## src/rtl/sf_fifo_wr_arbiter.sv

```systemverilog
// Packet-level round-robin arbiter for the write port of a store-and-forward FIFO.
// Oversized packets are cut with an error-EOP (FIFO rolls back) and the remainder drained.
module sf_fifo_wr_arbiter #(
    parameter int NUM_REQ     = 4,
    parameter int DATA_WIDTH  = 32,
    parameter int DEPTH_LG2   = 4,
    parameter int MAX_PKT_LEN = (1 << DEPTH_LG2)
) (
    input  logic                          clk,
    input  logic                          rst,
    input  logic [NUM_REQ-1:0]            req_valid_i,
    input  logic [NUM_REQ*DATA_WIDTH-1:0] req_data_i,
    input  logic [NUM_REQ-1:0]            req_eop_i,
    input  logic [NUM_REQ-1:0]            req_error_i,
    output logic [NUM_REQ-1:0]            req_ready_o,
    input  logic                          fifo_full_i,
    output logic                          fifo_wren_o,
    output logic [DATA_WIDTH-1:0]         fifo_wdata_o,
    output logic                          fifo_eop_o,
    output logic                          fifo_error_o,
    output logic [NUM_REQ-1:0]            grant_o,
    output logic [15:0]                   drop_cnt_o
);

    localparam int IDX_W = $clog2(NUM_REQ);
    localparam int CNT_W = $clog2(MAX_PKT_LEN + 1);

    typedef enum logic [1:0] {IDLE, XFER, DROP} state_t;

    state_t            state;
    logic [IDX_W-1:0]  owner;
    logic [IDX_W-1:0]  rr_ptr;
    logic [CNT_W-1:0]  beat_cnt;
    logic              err_sticky;

    logic              owner_valid;
    logic              owner_eop;
    logic              owner_err;
    logic              last_beat;
    logic              accept;
    logic              drop_accept;
    logic [IDX_W-1:0]  next_ptr;
    logic [IDX_W-1:0]  sel_idx;
    logic              sel_found;

    assign owner_valid  = req_valid_i[owner];
    assign owner_eop    = req_eop_i[owner];
    assign owner_err    = req_error_i[owner];
    assign fifo_wdata_o = req_data_i[owner*DATA_WIDTH +: DATA_WIDTH];
    assign last_beat    = (beat_cnt == CNT_W'(MAX_PKT_LEN - 1));
    assign accept       = !rst && (state == XFER) && owner_valid && !fifo_full_i;
    assign drop_accept  = (state == DROP) && owner_valid;
    assign next_ptr     = (owner == IDX_W'(NUM_REQ - 1)) ? '0 : owner + 1'b1;

    // Round-robin search starting at rr_ptr, wrapping at NUM_REQ.
    always_comb begin
        int unsigned cand;
        sel_found = 1'b0;
        sel_idx   = rr_ptr;
        cand      = 0;
        for (int unsigned i = 0; i < NUM_REQ; i++) begin
            cand = int'(rr_ptr) + i;
            if (cand >= NUM_REQ) cand = cand - NUM_REQ;
            if (!sel_found && req_valid_i[IDX_W'(cand)]) begin
                sel_found = 1'b1;
                sel_idx   = IDX_W'(cand);
            end
        end
    end

    always_comb begin
        req_ready_o  = '0;
        fifo_wren_o  = 1'b0;
        fifo_eop_o   = 1'b0;
        fifo_error_o = 1'b0;
        if (!rst) begin
            case (state)
                XFER: begin
                    req_ready_o[owner] = !fifo_full_i;
                    fifo_wren_o        = accept;
                    if (accept) begin
                        // A real EOP on the last legal beat commits normally; only a missing EOP truncates.
                        fifo_eop_o   = owner_eop | last_beat;
                        fifo_error_o = owner_eop ? (owner_err | err_sticky) : last_beat;
                    end
                end
                DROP:    req_ready_o[owner] = 1'b1;
                default: ;
            endcase
        end
    end

    always_ff @(posedge clk) begin
        if (rst) begin
            state      <= IDLE;
            owner      <= '0;
            grant_o    <= '0;
            rr_ptr     <= '0;
            beat_cnt   <= '0;
            err_sticky <= 1'b0;
            drop_cnt_o <= '0;
        end else begin
            case (state)
                IDLE: begin
                    if (sel_found) begin
                        owner            <= sel_idx;
                        grant_o          <= '0;
                        grant_o[sel_idx] <= 1'b1;
                        state            <= XFER;
                    end
                end
                XFER: begin
                    if (accept) begin
                        if (owner_eop) begin
                            beat_cnt   <= '0;
                            err_sticky <= 1'b0;
                            rr_ptr     <= next_ptr;
                            grant_o    <= '0;
                            state      <= IDLE;
                        end else begin
                            beat_cnt   <= beat_cnt + 1'b1;
                            err_sticky <= err_sticky | owner_err;
                            if (last_beat) begin
                                if (drop_cnt_o != '1) drop_cnt_o <= drop_cnt_o + 1'b1;
                                state <= DROP;
                            end
                        end
                    end
                end
                DROP: begin
                    if (drop_accept && owner_eop) begin
                        beat_cnt   <= '0;
                        err_sticky <= 1'b0;
                        rr_ptr     <= next_ptr;
                        grant_o    <= '0;
                        state      <= IDLE;
                    end
                end
                default: state <= IDLE;
            endcase
        end
    end

endmodule

```

## config.mk

```make
export PLATFORM = sky130hd
export DESIGN_NAME = sf_fifo_wr_arbiter
export DESIGN_NICKNAME = d
export VERILOG_FILES = /design/src/rtl/sf_fifo_wr_arbiter.sv
export SDC_FILE = /design/constraint.sdc
export NUM_CORES = 1
export LEC_CHECK = 0
export ABC_AREA = 1
export BUFFER_PORTS_ARGS = -buffer_cell sky130_fd_sc_hd__buf_2
export CORE_MARGIN = 1
export CORE_UTILIZATION = 44
export CTS_BUF_LIST = sky130_fd_sc_hd__clkbuf_4 sky130_fd_sc_hd__clkbuf_8
export DETAILED_ROUTE_END_ITERATION = 6
export PLACE_DENSITY = 0.83
export SKIP_CTS_REPAIR_TIMING = 1
export SYNTH_ARGS = -nofsm -noshare
export SYNTH_HDL_FRONTEND = slang
export SYNTH_SLANG_ARGS = --single-unit
```

## constraint.sdc

```tcl
create_clock -name clk -period 2 [get_ports clk]
set_input_delay 0.5 -clock clk [delete_from_list [all_inputs] [get_ports clk]]
set_output_delay 0.5 -clock clk [all_outputs]
set_load 0.01 [all_outputs]
```

== Word-level counts from Yosys, hierarchy flattened ==
Index checks and enable logic that the tools add are counted.
W data, S select, Z words.
Storage, ports and cells
  memory bits (read-only): 0
  memories kept: 0
  output and inout bits: 59
  register bits after elaboration: 32
  memory bits (writable): 0
  latch bits: 0
Cells by class
  bitwise gates (word level): 4
  muxes and demuxes: 65
  $add $sub $neg: 10
  magnitude comparators: 12
  shift-type cells: 1
  eq/ne operators: 10
  divide/modulo/power cells: 0
  reductions and logical operators: 24
  multipliers: 0
Operator list (number)
  $shiftx A128 B8 Y32: 1
  $mux W2: 17
  $mux W1: 25
  $mux W4: 5
  $lt A2 B3 Y1 const B: 6
  $add A16 B1 Y16 const B: 1
  $ne A16 B16 Y1 const B: 1
  $mux W5: 3
  $bmux W1 S2: 7
  $pmux W4 S3: 1
  $logic_and A1 B1 Y1: 10
  $pmux W5 S2: 1
  $reduce_and A5 Y1: 2
  $ge A3 B3 Y1 const B: 3
  $pmux W4 S2: 1
  $reduce_and A4 Y1: 2
  $sub A2 B1 Y2 const B: 4
  $add A2 B2 Y3 const B: 2
  $ne A2 B2 Y1 const B: 3
  $pmux W2 S3: 1
  $add A5 B1 Y5 const B: 1
  $eq A5 B4 Y1 const B: 1
  $logic_not A1 Y1: 5
  $and A4 B4 Y4: 1
  18 further kinds: 22

== Depth between registers and ports, before layout ==
Gate-level depths: netlist of run 1.
  depth in word-level cells: 20
  depth in mapped cells: 16
  mapped depth without buffers: 15

== Worst setup path before layout of run 1 ==
Ideal clock, no wire load.
  path kind: register -> output
  start: register owner[0]
  end: output req_ready_o[0]
  buffers on the path: 2
  required time: 1.500 ns
  stages on the path, launching flop included: 6
  data arrival time: 1.479 ns
  slack: 0.021 ns
  cell sequence: dfxtp_1 inv_2 clkbuf_1 clkbuf_1 ha_1 nor3b_1
Between the ends
  word-level cells in the longest chain between the ends: 7
  elaborated cells on any way between the ends: 8
  those cells by class: order compare: 2; mux: 4; bitwise: 1; reduce/logical: 1
Ends and longest elaborated chain
  start: declaration: line 31  | logic [IDX_W-1:0] owner;
  start signal: assignment: line 106  | owner <= sel_idx;
  $lt A2 B3 Y1 (implied by the code) or $ge A2 B1 Y1 (tied branches): line 79, 87
  $logic_and A1 B1 Y1 (implied by the code): line 79, 87
  $mux W1 (implied by the code): line 79, 87
  $demux W1 S2 (*): line 79, 87
  $and A4 B4 Y4 (no line)
  $pmux W4 S2 (*): line 77  | case (state)
  $mux W4 (*): line 76  | if (!rst) begin
  end: declaration: line 15  | output logic [NUM_REQ-1:0] req_ready_o,
Mark *: on every way between the ends. The rest lies on a longest branch, timed or not.

== Worst setup path in the final report of run 1 ==
  start: register owner[0]
  end: output fifo_error_o
Between the ends
  word-level cells in the longest chain between the ends: 7
  elaborated cells on any way between the ends: 13
  those cells by class: mux: 10; bitwise: 1; reduce/logical: 2
Ends and longest elaborated chain
  $bmux W1 S2 (on tied branches): line 48, 46
  $mux W1 (on tied branches): line 48, 46
  $or A1 B1 Y1 or $logic_and A1 B1 Y1 (tied branches): line 84, 51
  $mux W1 or $logic_and A1 B1 Y1 (tied branches): line 84, 51
  $mux W1 (*): line 81  | if (accept) begin
  $mux W1 (*): line 77
  $mux W1 (*): line 76
  end: declaration: line 20  | output logic fifo_error_o,
Mark *: on every way between the ends. The rest lies on a longest branch, timed or not. The select of a mux whose other input is x is not followed.

==> results.sh, run 1 <==
export IMPL_run_status="finished with violations"
export IMPL_failed_checks="setup timing"
export IMPL_wirelength_mm=11.45
export IMPL_worstPathRequired_ps=1500
export IMPL_globalRouteTotalUtil_pct=29.94
export IMPL_hpwlAfterDp_mm=8.876
export IMPL_post_synthesis_compound_gate_area_fraction_pct=25.43
export IMPL_synth_area_mux_share_pct=0
export IMPL_grt_first_pass_wirelength_mm=17.80
export IMPL_synth_lib_cells_used_distinct=36
export IMPL_switching_component_of_the_power_mw=2.234
export IMPL_cts_max_level=2
export IMPL_detail_route_vias_per_cell=5.188
export IMPL_final_count_of_hold_timing_violations=0
export IMPL_post_synth_instance_area_um2=3094
export IMPL_synthSimpleGateAreaFrac_pct=37.65
export IMPL_p_int_mw=2.402
export IMPL_grt_max_degree=41
export IMPL_yosys_area_share_xor_xnor_pct=1.698
export IMPL_final_common_cell="sky130_fd_sc_hd__buf_2"
export IMPL_postSynthCellCount=518
export IMPL_floorplan_initialDensity_pct=45.54
export IMPL_cts_reportedPaths_clkPinSlew_ps=70
export IMPL_layout_worst_path_cycle_share_pct=106.4
export IMPL_minimum_setup_slack_after_placement_ps=-24.03
export IMPL_drc=0
export IMPL_maxSlewViolCount=0
export IMPL_die_width_um=85.86
export IMPL_async_reset_ff_share_pct=0
export IMPL_cts_max_path_bufs=2
export IMPL_setup_repair_after_global_routing_missed_its_margin="yes"
export IMPL_design_final_nets=880
export IMPL_cell_area_reported_after_detailed_placement_um2=4258
export IMPL_detailroute_via_count=4285
export IMPL_clock_latency_ps=290
export IMPL_setup_viol_count_final=6
export IMPL_seq_area_frac_synth_pct=20.70
export IMPL_clock_sinks=32
export IMPL_post_synth_cell_area_avg_um2=5.973
export IMPL_worst_setup_path_start_kind="flop"
export IMPL_synth_ff_latch_count=32
export IMPL_worst_slack_ps=-127.9
export IMPL_static_leakage_power_nw=2.239
export IMPL_final_layout_size_suffix_gt1_share_pct=41.54
export IMPL_remaining_number_of_nets_flagged_by_the_antenna_check_after_routing=0
export IMPL_routedWlPerCell_um=13.86
export IMPL_mappedNetlistNets=672
export IMPL_timing_setup_tns_ps=-408.1
export IMPL_floorplan_rows=30
export IMPL_post_synth_main_area_contributors="sky130_fd_sc_hd__dfxtp_1 (21%), sky130_fd_sc_hd__o21ai_0 (12%), sky130_fd_sc_hd__nor2_1 (12%), sky130_fd_sc_hd__nand2_1 (9.7%), sky130_fd_sc_hd__o22ai_1 (6.5%)"
export IMPL_io_pins=202
export IMPL_final_area_um2=4583
export IMPL_filler_instances=608
export IMPL_core_area_um2=6794
export IMPL_timing_critical_path_slowest_cell_delay_ps=380
export IMPL_hold_class="reg2reg"
export IMPL_crit_chain="buf_6, nand2_1, nand3_1, nand2_2, nand4_4, nor3_2, buf_2"
export IMPL_post_synth_top_area_cell="sky130_fd_sc_hd__dfxtp_1"
export IMPL_worstMarginPinSlew_ps=343.7
export IMPL_worst_endpoint_arrival_ps=1630
export IMPL_port_buffers=201
export IMPL_max_cap_violations=0
export IMPL_fmax_ghz=0.4699
export IMPL_drt_iter0_markers=271
export IMPL_final_min_clock_period_ps=2128
export IMPL_timing_critical_path_slowest_stage_cell="sky130_fd_sc_hd__dfxtp_4"
export IMPL_area_delta_synth_final_pct=48.12
export IMPL_synth_adder_area_share_pct=4.448
export IMPL_grt_antenna_before_repair=3
export IMPL_synth_enable_flop_cells=0
export IMPL_ir_drop_worst_vdd_mv=0.4763
export IMPL_globalRouteOverflowTotal=0
export IMPL_kind_of_end_point_of_the_critical_path="output pin"
export IMPL_power_per_unit_of_standard_cell_area_nw_per_um2=1011
export IMPL_first_global_vias=3871
export IMPL_main_combinational_cell_family_by_area_after_synthesis="simple AND/OR/NAND/NOR gates"
export IMPL_clock_power_share_pct=14.9
export IMPL_power_total_mw=4.636
export IMPL_cts_tree="done"
export IMPL_cts_buffers_inserted=5
export IMPL_power_switching_share_pct=48.19
export IMPL_fp_dieH_um=85.86
export IMPL_setup_worst_path_class="reg2out"
export IMPL_ys_warn_count=0
export IMPL_post_synth_top_area_fraction_pct=20.70
export IMPL_cts_root_buf="sky130_fd_sc_hd__clkbuf_8"
export IMPL_share_comb_of_total_power_pct=66.3
export IMPL_top_library_cells_by_usage_in_the_layout_fill_and_taps_aside="sky130_fd_sc_hd__buf_2 (201), sky130_fd_sc_hd__nor2_1 (92), sky130_fd_sc_hd__nand2_1 (78)"
export IMPL_gp_congestion=0.9224
export IMPL_share_seq_of_total_power_pct=18.8
export IMPL_finClkSkew_ps=14.35
export IMPL_die_area_um2=7372
export IMPL_timing_max_slew_rel_slack_pct=77.00
export IMPL_firstDrtPassIters=5
export IMPL_synthFlopType="sky130_fd_sc_hd__dfxtp_1"
export IMPL_critical_path_peak_fanout=7
-- kinds of logic after synthesis --
logic type	count (synthesis)
flops	32
fa+ha+maj	11
buf+inv	74
compound gates	145
xor+xnor	6
simple gates	250
-- flip-flops by register name, summed over array words and instances, names as in the netlist --
signal,cells
drop_cnt_o,16
owner,2
beat_cnt,5
grant_o,4
state,2
rr_ptr,2
err_sticky,1
-- synth_stat cells (5+ instances only) --
cell type	number
sky130_fd_sc_hd__nor2_1	95
sky130_fd_sc_hd__nand2_1	80
sky130_fd_sc_hd__o21ai_0	77
sky130_fd_sc_hd__inv_1	39
sky130_fd_sc_hd__dfxtp_1	32
sky130_fd_sc_hd__o22ai_1	32
sky130_fd_sc_hd__a21oi_1	22
sky130_fd_sc_hd__clkbuf_1	22
sky130_fd_sc_hd__nand3_1	22
sky130_fd_sc_hd__nand2_2	17
sky130_fd_sc_hd__ha_1	11
sky130_fd_sc_hd__nor3_1	11
sky130_fd_sc_hd__o21ai_1	7
sky130_fd_sc_hd__inv_2	6
sky130_fd_sc_hd__nand4_1	5
-- per-stage QoR --
stage | cells | util (%) | hold slack (ps)
6_report | 826 | 67.46 | 461.5
5_1_grt | 826 | 67.46 | 485.6
4_1_cts | 818 | 64.53 | 459.5
3_5_place_dp | 810 | 62.67 | 446.8
3_3_place_gp | 810 | 62.67 | 442.2
2_1_floorplan | 518 | - | 430.2
-- power by group through the flow --
stage	logic (mW)	clock network (mW)	registers (mW)
2_1_floorplan	1.99	0	0.829
3_3_place_gp	2.82	0	0.854
3_5_place_dp	2.85	0	0.861
4_1_cts	2.88	0.693	0.847
5_1_grt	3.41	0.725	0.885
6_report	3.07	0.693	0.870
-- layer usage --
metal	vias up	track usage, %	wire [um]	share of wire, %
met1	1919	38.10	4870	43
met5	-	0	0	0
met3	23	5.390	788	6.9
li1	2154	-	-	-
met2	189	50.65	5536	48
met4	0	10.45	255	2.2
-- final cells by class --
class	count	area (um^2)	area share, %
antenna	3	7.507	0.1638
clock buffer	7	96.34	2.102
clock inverter	1	30.03	0.6552
inverter	46	182.7	3.986
multi-input combinational	412	2221	48.46
sequential	32	653.1	14.25
tap	96	120.1	2.621
timing repair buffer	229	1272	27.76
-- critical path, delay by kind of cell, from the launching register on --
family                 cells  cell delay, ps
AND/OR/NAND/NOR            5             650
buffers and inverters      2             300
flip-flops                 1             380
-- final timing paths --
kind / start / end / slack [ps] / cells after the start
max: owner[0] / fifo_error_o / -130 / 7
min: grant_o[2] / grant_o[2] / 460 / 2
max reg2reg: drop_cnt_o[1] / drop_cnt_o[11] / 140 / 11
min reg2reg: grant_o[2] / grant_o[2] / 460 / 2
(Power assumes the default switching activity.)
==> run 2: changes to the inputs <==
Settings changed: CORE_UTILIZATION 44 to 43, CTS_BUF_LIST sky130_fd_sc_hd__clkbuf_4 sky130_fd_sc_hd__clkbuf_8 to sky130_fd_sc_hd__clkbuf_4 sky130_fd_sc_hd__clkbuf_8 sky130_fd_sc_hd__clkbuf_16, HOLD_SLACK_MARGIN from default to 0.12, PLACE_DENSITY 0.83 to 0.82.
==> run 2 against run 1 <==
Hold slack improved by 17 ps; die area increased by 2.3%; via count increased by 11%; wire length increased by 24%; fmax decreased by 3.2%; largest power group unchanged; combinational power increased by 21%; clock skew decreased by 10 ps; first-iteration DRC count increased by 120%; cell count increased by 1.1%; power increased by 14%; critical endpoint unchanged; the flow still finishes with violations (setup timing); sequential share of layout area decreased by 1.2 points; register-to-register slack got worse by 50 ps.
==> results.sh, run 2 (synthesis gave the netlist of run 1 again) <==
export IMPL_run_status="finished with violations"
export IMPL_failed_checks="setup timing"
export IMPL_fp_dieH_um=86.83
export IMPL_worst_path_buf_inv=2
export IMPL_power_total_mw=5.284
export IMPL_final_common_cell="sky130_fd_sc_hd__buf_2"
export IMPL_final_layout_size_suffix_gt1_share_pct=48.44
export IMPL_worst_setup_path_start_kind="flop"
export IMPL_largest_register="drop_cnt_o"
export IMPL_cts_max_level=2
export IMPL_setup_worst_path_class="reg2out"
export IMPL_top_library_cells_by_usage_in_the_layout_fill_and_taps_aside="sky130_fd_sc_hd__buf_2 (199), sky130_fd_sc_hd__nor2_1 (87), sky130_fd_sc_hd__nand2_1 (76)"
export IMPL_clock_latency_ps=290
export IMPL_grt_max_degree=65
export IMPL_final_cell_count_no_fill=835
export IMPL_die_area_um2=7539
export IMPL_core_area_um2=6869
export IMPL_globalRouteOverflowTotal=0
export IMPL_path_delay_family="simple AND/OR/NAND/NOR gates"
export IMPL_timing_critical_path_slowest_stage_cell="sky130_fd_sc_hd__dfxtp_4"
export IMPL_critical_path_peak_fanout=8
export IMPL_drt_iter0_markers=595
export IMPL_detail_route_vias_per_cell=5.699
export IMPL_floorplan_initialDensity_pct=45.05
export IMPL_final_min_clock_period_ps=2198
export IMPL_timing_hold_ws_ps=478.1
export IMPL_ir_drop_worst_vdd_mv=0.5850
export IMPL_wirelength_mm=14.21
export IMPL_cts_max_path_bufs=2
export IMPL_worst_slack_ps=-197.5
export IMPL_cts_root_buf="sky130_fd_sc_hd__clkbuf_8"
export IMPL_timing_max_slew_rel_slack_pct=74.28
export IMPL_io_pins=202
export IMPL_routedWlPerCell_um=17.01
export IMPL_area_delta_synth_final_pct=63.12
export IMPL_max_cap_violations=0
export IMPL_floorplan_rows=30
export IMPL_drc=0
export IMPL_firstDrtPassIters=5
export IMPL_cts_tree="done"
export IMPL_worstPathRequired_ps=1500
export IMPL_worst_endpoint_arrival_ps=1700
export IMPL_cts_reportedPaths_clkPinSlew_ps=80
export IMPL_layout_worst_path_cycle_share_pct=109.9
export IMPL_die_width_um=86.83
export IMPL_globalRouteTotalUtil_pct=31.07
export IMPL_maxSlewViolCount=0
export IMPL_regArea_um2=659.4
export IMPL_static_leakage_power_nw=2.413
export IMPL_worstMarginPinSlew_ps=383.2
export IMPL_critPathMostFrequentCell="sky130_fd_sc_hd__nand2_1"
export IMPL_kind_of_end_point_of_the_critical_path="output pin"
export IMPL_cts_buffers_inserted=5
export IMPL_crit_chain="buf_8, nand2_1, o21ai_0, nand2_1, nand2_2, nor2_4, nor3_2, buf_2"
export IMPL_clock_sinks=32
export IMPL_hpwlAfterDp_mm=9.451
export IMPL_setup_repair_after_global_routing_missed_its_margin="yes"
export IMPL_cell_area_reported_after_detailed_placement_um2=4290
export IMPL_setup_viol_count_final=17
export IMPL_design_final_nets=888
export IMPL_timing_critical_path_slowest_cell_delay_ps=400
export IMPL_fmax_ghz=0.4551
export IMPL_filler_instances=520
export IMPL_port_buffers=201
export IMPL_hold_class="reg2reg"
export IMPL_final_count_of_hold_timing_violations=0
export IMPL_remaining_number_of_nets_flagged_by_the_antenna_check_after_routing=0
export IMPL_first_global_vias=4045
export IMPL_dp_cells=811
export IMPL_largest_reg_flops=16
export IMPL_detailroute_via_count=4759
export IMPL_final_area_um2=5047
export IMPL_grt_first_pass_wirelength_mm=18.54
export IMPL_power_per_unit_of_standard_cell_area_nw_per_um2=1047
export IMPL_finClkSkew_ps=4.341
export IMPL_gp_congestion=0.9097
export IMPL_layout_top_registers="drop_cnt_o (16), beat_cnt (5), grant_o (4)"
export IMPL_grt_antenna_before_repair=4
export IMPL_combined_area_of_the_multi_input_logic_cells_um2=2467
[run 2: layer usage]
layer  vias up  GRT usage, %  part of all wire, %
li1       2175             -                    -
met1      2186         37.20                   37
met2       336         52.25                   49
met3        62         7.524                   10
met4         0         14.39                  3.9
met5         -             0                    0
[run 2: path summary, 6_finish.rpt]
path | startpoint | end | slack [ps] | cells after the start
worst max-delay path | owner[0] | fifo_error_o | -200 | 8
worst min-delay path | grant_o[0] | grant_o[0] | 480 | 2
worst max register to register | owner[0] | rr_ptr[1] | 90 | 12
worst min register to register | grant_o[0] | grant_o[0] | 480 | 2
[run 2: cell type report]
cell class / instances / area share, %
Clock buffer: 5 / 1.363
Sequential cell: 32 / 13.06
Inverter: 46 / 3.718
Clock inverter: 3 / 0.8428
Antenna cell: 4 / 0.1983
Tap cell: 96 / 2.380
Timing Repair Buffer: 237 / 29.55
Multi-Input combinational cell: 412 / 48.88
[run 2: worst register-to-register path: stages, from the launching register on]
cell and delay, ps:
sky130_fd_sc_hd__dfxtp_4 400, sky130_fd_sc_hd__inv_6 80, sky130_fd_sc_hd__nand2_1 100, sky130_fd_sc_hd__nand3_2 110, sky130_fd_sc_hd__nand2_4 100, sky130_fd_sc_hd__nand4_4 80
sky130_fd_sc_hd__buf_6 160, sky130_fd_sc_hd__nand2_2 90, sky130_fd_sc_hd__nand2_2 120, sky130_fd_sc_hd__inv_2 150, sky130_fd_sc_hd__nand2_2 100, sky130_fd_sc_hd__o21ai_0 240
sky130_fd_sc_hd__a21oi_1 70
[run 2: through the flow]
step	setup TNS (ps)	utilization, %	setup slack [ps]
2_1_floorplan	0	-	20.72
3_3_place_gp	0	62.46	3.387
3_5_place_dp	0	62.46	31.90
4_1_cts	-2508	64.08	-273.7
5_1_grt	-1671	73.48	-240.7
6_report	-588.9	73.48	-197.5
[run 2: report_power, final]
group / internal (mW) / total (mW) / switching, mW / leakage [nW]
logic: 1.51 / 3.73 / 2.23 / 2.09
registers: 0.764 / 0.909 / 0.145 / 0.264
clock network: 0.369 / 0.644 / 0.275 / 0.0542
total: 2.64 / 5.28 / 2.65 / 2.41
==> run 3: changes to the inputs <==
Settings changed: CORE_UTILIZATION 43 to 46, PLACE_DENSITY 0.82 to 0.95.
Clock period 2 ns to 2.75 ns, I/O delays scaled along.
==> run 3 against run 2 <==
The flow finishes with violations (DRC); combinational power down 46%; die area is 6.4% lower; clock-buffer cell count increased by 1; sequential power fell by 31%; wire length decreased by 20%; sequential share of layout area increased by 2.2 points.
==> results.sh, run 3 (synthesis gave the netlist of run 1 again) <==
export IMPL_failed_checks="DRC"
export IMPL_port_buffers=201
export IMPL_floorplan_rows=29
export IMPL_maxSlewViolCount=0
export IMPL_layout_top_registers="drop_cnt_o (16), beat_cnt (5), grant_o (4)"
export IMPL_highest_layer="met4"
export IMPL_die_area_um2=7059
export IMPL_cts_root_buf="sky130_fd_sc_hd__clkbuf_8"
export IMPL_setup_viol_count_final=0
export IMPL_fp_dieH_um=84.02
export IMPL_clock_sinks=32
export IMPL_power_per_unit_of_standard_cell_area_nw_per_um2=718.3
export IMPL_setup_repair_after_global_routing_missed_its_margin="no"
export IMPL_firstDrtPassIters=7
export IMPL_remaining_number_of_nets_flagged_by_the_antenna_check_after_routing=0
export IMPL_worstMarginPinSlew_ps=511.7
export IMPL_regArea_um2=641.9
export IMPL_final_count_of_hold_timing_violations=0
export IMPL_area_delta_synth_final_pct=36.27
export IMPL_minimum_setup_slack_after_placement_ps=305.8
export IMPL_floorplan_initialDensity_pct=48.18
export IMPL_critical_path_peak_fanout=27
export IMPL_cts_max_level=2
export IMPL_grt_antenna_before_repair=1
export IMPL_hpwlAfterDp_mm=9.000
export IMPL_core_area_um2=6422
export IMPL_drc=16
export IMPL_worst_endpoint_arrival_ps=1890
export IMPL_run_status="finished with violations"
export IMPL_top_library_cells_by_usage_in_the_layout_fill_and_taps_aside="sky130_fd_sc_hd__buf_2 (201), sky130_fd_sc_hd__nor2_1 (95), sky130_fd_sc_hd__nand2_1 (80)"
export IMPL_ir_drop_worst_vdd_mv=0.3377
export IMPL_timing_setup_tns_ps=0
export IMPL_timing_max_slew_rel_slack_pct=65.53
export IMPL_first_global_vias=4094
export IMPL_drt_iter0_markers=336
export IMPL_fmax_ghz=0.3882
export IMPL_grt_first_pass_wirelength_mm=18.30
export IMPL_met3_wirelength_mm=1.125
export IMPL_routedWlPerCell_um=14.45
export IMPL_gp_congestion=0.8984
export IMPL_static_leakage_power_nw=2.097
export IMPL_max_cap_violations=0
export IMPL_share_comb_of_total_power_pct=66.7
export IMPL_cts_tree="done"
export IMPL_clock_power_share_pct=12.5
export IMPL_largest_register="drop_cnt_o"
export IMPL_share_seq_of_total_power_pct=20.8
export IMPL_worst_slack_ps=174.2
export IMPL_globalRouteTotalUtil_pct=32.15
export IMPL_route_met2_wl_mm=5.466
export IMPL_p_int_mw=1.474
export IMPL_hold_class="reg2reg"
export IMPL_cts_max_path_bufs=2
export IMPL_wirelength_mm=11.35
export IMPL_worstPathRequired_ps=2060
export IMPL_final_min_clock_period_ps=2576
export IMPL_power_total_mw=3.029
export IMPL_design_final_nets=860
export IMPL_detail_route_vias_per_cell=5.571
export IMPL_combined_area_of_the_multi_input_logic_cells_um2=2142
export IMPL_clock_latency_ps=290
export IMPL_grt_max_degree=49
export IMPL_io_pins=202
export IMPL_power_switching_share_pct=51.32
export IMPL_final_layout_size_suffix_gt1_share_pct=36.78
export IMPL_die_width_um=84.02
export IMPL_setup_worst_path_class="reg2out"
export IMPL_largest_reg_flops=16
export IMPL_cts_reportedPaths_clkPinSlew_ps=60
export IMPL_timing_hold_ws_ps=456.7
export IMPL_final_common_cell="sky130_fd_sc_hd__buf_2"
export IMPL_finClkSkew_ps=7.541
export IMPL_globalRouteOverflowTotal=0
export IMPL_wl_met1_mm=4.368
export IMPL_kind_of_end_point_of_the_critical_path="output pin"
export IMPL_cts_buffers_inserted=5
export IMPL_worst_setup_path_start_kind="flop"
export IMPL_detailroute_via_count=4373
export IMPL_switching_component_of_the_power_mw=1.554
export IMPL_layout_worst_path_cycle_share_pct=93.66
export IMPL_filler_instances=546
[run 3: final timing paths]
kind,startpoint,endpoint,slack [ps],cells past startpoint
hold / removal,err_sticky,err_sticky,460,2
setup reg to reg,beat_cnt[0],drop_cnt_o[10],660,11
hold reg to reg,err_sticky,err_sticky,460,2
setup / recovery,owner[0],fifo_error_o,170,7
[run 3: per-stage QoR]
step | std cells | util [%] | area [um^2]
detailed placement | 776 | 64.17 | 4121
floorplan | 518 | - | 3094
global placement | 776 | 64.17 | 4121
CTS | 784 | 65.61 | 4214
finish | 785 | 65.65 | 4217
global route | 785 | 65.65 | 4217
[run 3: cell type report]
| cell class | count | area share [%] |
|---|---|---|
| inverter | 46 | 4.154 |
| tap | 77 | 2.285 |
| antenna | 1 | 0.05935 |
| timing repair buffer | 209 | 25.28 |
| clock buffer | 6 | 1.958 |
| clock inverter | 2 | 0.2374 |
| multi-input combinational | 412 | 50.80 |
| sequential | 32 | 15.22 |
[run 3: critical path, stage by stage, from the launching register on]
cell and delay [ps]:
sky130_fd_sc_hd__dfxtp_2 360, sky130_fd_sc_hd__buf_4 220, sky130_fd_sc_hd__nand2_1 90, sky130_fd_sc_hd__nand3_1 80
sky130_fd_sc_hd__nand2_2 140, sky130_fd_sc_hd__nand4_4 130, sky130_fd_sc_hd__nor3_1 370, sky130_fd_sc_hd__buf_2 210
[run 3: layer usage]
| metal | GRT usage [%] | vias to the layer above |
|---|---|---|
| met5 | 0 | - |
| met1 | 37.30 | 1973 |
| met3 | 9.397 | 44 |
| met2 | 54.69 | 245 |
| li1 | - | 2111 |
| met4 | 14.11 | 0 |
[run 3: power by group through the flow]
| stage | combinational [mW] | clock, mW | sequential, mW |
|---|---|---|---|
| 2_1_floorplan | 1.45 | 0 | 0.603 |
| 3_3_place_gp | 1.94 | 0 | 0.634 |
| 3_5_place_dp | 1.99 | 0 | 0.639 |
| 4_1_cts | 2.00 | 0.381 | 0.629 |
| 5_1_grt | 2.23 | 0.402 | 0.642 |
| 6_report | 2.02 | 0.377 | 0.630 |
